**src/rtl/apb_mem_target.sv**
```systemverilog
// apb_mem_target: byte-wide register-array memory behind an APB slave, with a
// configurable access latency. Define MEM_WPROT_EN to write-protect addr >= WP_BASE.
module apb_mem_target #(
    parameter int unsigned DEPTH   = 256,
    parameter int unsigned LATENCY = 2,
    parameter logic [7:0]  WP_BASE = 8'hF0
) (
    input  logic       clk,
    input  logic       reset,
    input  logic       ce,
    input  logic       wren,
    input  logic       rden,
    input  logic [7:0] addr,
    input  logic [7:0] wdata,
    output logic [7:0] rdata,
    output logic       ready,
    output logic       error
);
    localparam int unsigned IW      = (DEPTH > 1) ? $clog2(DEPTH) : 1;
    localparam logic [3:0]  LAT     = 4'(LATENCY);
    localparam logic [8:0]  DEPTH_W = 9'(DEPTH);
`ifdef MEM_WPROT_EN
    localparam logic        WPROT_EN = 1'b1;
`else
    localparam logic        WPROT_EN = 1'b0;
`endif

    typedef enum logic [1:0] {
        IDLE = 2'd0,
        BUSY = 2'd1,
        DONE = 2'd2
    } state_t;

    state_t     state_q;
    logic [3:0] cnt_q;
    logic [7:0] addr_q;
    logic [7:0] wdata_q;
    logic       wr_q;
    logic       err_q;
    logic [7:0] rdata_q;
    logic       ready_q;
    logic       error_q;
    logic [7:0] mem_q [DEPTH];

    logic          req_s;
    logic          req_err_s;
    logic          wp_hit_s;
    logic          commit_s;
    logic          acc_wr_s;
    logic          acc_err_s;
    logic [7:0]    acc_addr_s;
    logic [7:0]    acc_wdata_s;
    logic [IW-1:0] idx_s;

    assign wp_hit_s = WPROT_EN && wren && (addr >= WP_BASE);

    // Request decode, plus the access that commits on the edge entering DONE
    // (taken straight from the inputs when a zero-latency request is accepted).
    always_comb begin
        req_s     = ce && (wren || rden);
        req_err_s = (wren && rden) || ({1'b0, addr} >= DEPTH_W) || wp_hit_s;
        if (state_q == IDLE) begin
            acc_addr_s  = addr;
            acc_wdata_s = wdata;
            acc_wr_s    = wren;
            acc_err_s   = req_err_s;
            commit_s    = req_s && (LAT == 4'd0);
        end else begin
            acc_addr_s  = addr_q;
            acc_wdata_s = wdata_q;
            acc_wr_s    = wr_q;
            acc_err_s   = err_q;
            commit_s    = (state_q == BUSY) && ce && (cnt_q == 4'd1);
        end
        idx_s = acc_addr_s[IW-1:0];
    end

    // Control FSM, latched request and registered outputs.
    always_ff @(posedge clk) begin
        if (reset) begin
            state_q <= IDLE;
            cnt_q   <= 4'd0;
            addr_q  <= 8'h00;
            wdata_q <= 8'h00;
            wr_q    <= 1'b0;
            err_q   <= 1'b0;
            rdata_q <= 8'h00;
            ready_q <= 1'b0;
            error_q <= 1'b0;
        end else begin
            ready_q <= (state_q == DONE);
            error_q <= (state_q == DONE) && err_q;
            // Errored accesses of either kind zero rdata; clean writes leave it alone.
            if (commit_s && (acc_err_s || !acc_wr_s)) begin
                rdata_q <= acc_err_s ? 8'h00 : mem_q[idx_s];
            end else begin
                rdata_q <= rdata_q;
            end
            case (state_q)
                IDLE: begin
                    if (req_s) begin
                        addr_q  <= addr;
                        wdata_q <= wdata;
                        wr_q    <= wren;
                        err_q   <= req_err_s;
                        if (LAT == 4'd0) begin
                            state_q <= DONE;
                            cnt_q   <= 4'd0;
                        end else begin
                            state_q <= BUSY;
                            cnt_q   <= LAT;
                        end
                    end else begin
                        state_q <= IDLE;
                    end
                end
                BUSY: begin
                    if (!ce) begin
                        state_q <= IDLE;
                        cnt_q   <= 4'd0;
                    end else if (cnt_q == 4'd1) begin
                        state_q <= DONE;
                        cnt_q   <= 4'd0;
                    end else begin
                        cnt_q   <= cnt_q - 4'd1;
                    end
                end
                DONE: begin
                    state_q <= IDLE;
                end
                default: begin
                    state_q <= IDLE;
                    cnt_q   <= 4'd0;
                end
            endcase
        end
    end

    // Storage array; only clean writes that reach completion modify it.
    always_ff @(posedge clk) begin
        if (reset) begin
            for (int i = 0; i < int'(DEPTH); i++) begin
                mem_q[i] <= 8'h00;
            end
        end else if (commit_s && acc_wr_s && !acc_err_s) begin
            mem_q[idx_s] <= acc_wdata_s;
        end
    end

    assign rdata = rdata_q;
    assign ready = ready_q;
    assign error = error_q;

endmodule

```
**config.mk**
```make
export PLATFORM = sky130hd
export DESIGN_NAME = apb_mem_target
export DESIGN_NICKNAME = d
export VERILOG_FILES = /design/src/rtl/apb_mem_target.sv
export SDC_FILE = /design/constraint.sdc
export NUM_CORES = 2
export LEC_CHECK = 0
export ABC_AREA = 0
export ABC_CLOCK_PERIOD_IN_PS = 5000
export CAP_MARGIN = 20
export CELL_PAD_IN_SITES_DETAIL_PLACEMENT = 1
export CELL_PAD_IN_SITES_GLOBAL_PLACEMENT = 1
export CORE_MARGIN = 2
export CORE_UTILIZATION = 56
export DETAILED_ROUTE_END_ITERATION = 7
export GPL_ROUTABILITY_DRIVEN = 0
export PLACE_DENSITY = 0.82
export SKIP_LAST_GASP = 1
export SYNTH_ARGS = -nofsm -noshare
export SYNTH_HDL_FRONTEND = slang
export SYNTH_SLANG_ARGS = --single-unit
```
**constraint.sdc**
```tcl
create_clock -name clk -period 5 [get_ports clk]
set_input_delay 1 -clock clk [delete_from_list [all_inputs] [get_ports clk]]
set_output_delay 1 -clock clk [all_outputs]
set_load 0.005 [all_outputs]
```
==> reports/results.txt <==
Hold Path End -> wdata_q[0]
Clock sink total -> 2,082
Post-synth top area share -> 0.704
Mean post-synth cell area -> 12.0 um^2
Seq/Total Area, Yosys -> 0.711
Run status -> finished, violations left
GRT overflow -> 0
Die area -> 159,000 um^2
Area growth syn-to-layout -> 12.9%
Count leader, synth -> nor2_1
# rows -> 144
Crit path time final -> 5090 ps
Final hold viol count -> 0
Clock skew -> 36.2 ps
Cts repair resizes -> 0
HPWL Detailed -> 205 mm
Hold Path Depth -> 2
Hold slack -> 494 ps
Worst-skew pair later-pin latency -> 880 ps
Synth area leader -> edfxtp_1
VDD IR max -> 0.415 mV
Failing checks -> design-rule violations, negative setup slack
YS warnings -> 0
Clock Tree Buf Depth -> 3
Worst hold start -> wdata_q[0]
Highest net fanout along the worst path -> 13
Post-synth ARST share -> 0
Antenna violations before repair -> 26
Synth Net Count -> 7,288
Slew Limit Fails -> 0
Gate Count Post-Synth -> 7,265
R2r setup slk -> -90 ps
Most frequent cells after synthesis -> nor2_1 (2,094), edfxtp_1 (2,048), o22ai_1 (892)
Element type at the critical path end -> flip-flop
First-pass GRT wire length -> 487 mm
TritonCTS buffer count -> 209
Vias post-DR -> 69,112
Startpoint types -> flip-flop
Reg-to-reg endpoint -> rdata[5]
DRT Pass-1 Iters -> 8
# DRC -> 3
P_leak -> 33.7 nW
Drt wl/cell -> 35.6 um
H-tree Lvls -> 4
Die Ht -> 399 um
R2R depth -> 12
Vias/cell -> 7.25
Reg2reg start -> state_q[0]
Layout fillers -> 14,824
# IOs -> 31
Final ANT Viol Nets -> 0
Ranking of synthesized cells by area -> edfxtp_1 (70%), nor2_1 (9.0%), o22ai_1 (6.4%)
Distinct cell type count after synthesis -> 61
Clk pin slew, worst setup/hold paths -> 70 ps
CTS tree -> yes
Final period util -> 1.02
Worst Hold Class -> reg2reg
Crit path kind -> reg2reg
Horiz. Die Dim -> 399 um
Core footprint -> 155,000 um^2
Root buffer cell -> clkbuf_16
DR iter-0 viols -> 11,889
Unrepaired setup endpoints after global routing -> false
Share of layout cells above drive strength 1 -> 0.100
Synth Flop Type -> edfxtp_1
Worst EP required -> 5800 ps
Max cap viols -> 0
Port-buffer cells -> 30
Vias in the first global route -> 69,853
Synth Cell Area -> 87,400 um^2
Final setup violation count -> 1
Final #Nets -> 7,319
Largest net degree at the start of global routing -> 169
Power Density -> 405 nW/um^2
Fmax achieved -> 196 MHz
Initial core utilization -> 0.565
Flops & latches, synth -> 2,082
GRT Resource Usage Total -> 0.423
Fin Setup TNS -> -92.9 ps
Worst Path Arrival -> 5900 ps
Routed wire length -> 340 mm
Worst-Margin Slew -> 1240 ps
Post-synth EDFFs -> 2,048
Slew HR -> 0.154
Fin worst setup slack -> -92.9 ps
[cell type report]
type,count,area [um^2],share of cell area
clock buffer,246,5410,0.0549
clock inverter,137,1130,0.0115
inverter,5,18.8,0.000190
sequential,2082,62200,0.630
antenna,27,67.6,0.000685
timing repair buffer,425,4440,0.0450
tap,2044,2560,0.0259
multi-input combinational,4573,22800,0.232
[repair_timing]
item | in CTS | in global routing
setup endpoints to repair | 1 | 0
buffers inserted | 0 | 0
hold buffers | 0 | 0
[metrics by stage]
stage	setup slack (ps)	util	instances	power, mW	cell area, um^2
3_5_place_dp	-391	0.595	9125	24.4	92000
2_1_floorplan	1700	-	7265	22.4	87400
3_3_place_gp	-254	0.595	9123	24.2	92000
5_1_grt	9.41	0.638	9512	40.4	98600
6_report	-92.9	0.638	9539	39.9	98600
4_1_cts	160	0.637	9509	39.6	98500
[layer usage]
metal,GRT usage,share of wire
met5,0,0.00049
met1,0.523,0.32
met4,0.284,0.080
met3,0.131,0.15
met2,0.642,0.45
[critical path, stage by stage, from the launching register on]
cell and delay, ps:
dfxtp_1 490, nor2_4 630, buf_4 370, mux2i_4 530, nand2_4 330, buf_4 330
nor3_1 370, nor4_1 150, buf_4 190, a2111oi_0 1070, buf_4 250, o22ai_1 100
o21ai_1 180
[power by group]
| group | total, mW | switching [mW] | internal, mW |
|---|---|---|---|
| sequential | 20.0 | 0.265 | 19.7 |
| clock | 15.5 | 6.96 | 8.54 |
| combinational | 4.47 | 3.34 | 1.13 |
[cells by family (layout without fill, tap and decap cells)]
group                      after synthesis  count (layout)  synth area share
muxes                                   16              16           0.00189
AOI/OAI and AO/OA                     1222            1222            0.0926
buffers and inverters                  611             813            0.0321
adders and majority gates                2               2          0.000286
DFF                                   2082            2082             0.711
other                                    0              27                 0
and+or+nand+nor                       3332            3333             0.162
[flip-flops by register name, summed over array words and instances, names as in the netlist]
signal,count
err_q,1
mem_q,2048
wdata_q,8
wr_q,1
addr_q,8
error,1
rdata,8
ready,1
state_q,2
cnt_q,4
[placed cells by master, fill, tap and decap left out, types with 5 or more instances in the layout]
master and instances:
nor2_1 2076, edfxtp_1 2048, o22ai_1 892, nor3_1 391, nand2_1 370, buf_4 299, nand2b_1 262, clkbuf_16 211
buf_12 91, a21oi_1 72, nand3_1 64, a222oi_1 64, clkinv_1 59, o311ai_0 54, nor4_1 51, or3_1 50
clkinv_2 43, o21ai_0 38, o31ai_1 37, clkbuf_1 35, dfxtp_1 34, clkdlybuf4s50_1 29, nand4_1 28, diode_2 27
nor2_4 18, bufinv_16 16, mux2i_4 12, inv_6 7, o311ai_1 6, inv_1 5, o22ai_2 5
[worst max-delay path by stage]
stage / slack [ps] / cells past startpoint / from / endpoint
after floorplan: 1700 / 8 / addr[1] / mem_q[201][0]
after global placement: -250 / 13 / addr[0] / rdata[5]
after detailed placement: -390 / 13 / addr[1] / rdata[0]
after CTS: 160 / 12 / state_q[0] / rdata[5]
after global routing: 9 / 12 / state_q[0] / rdata[0]
final: -90 / 12 / state_q[0] / rdata[5]
Power figures use the tool's default switching activity.
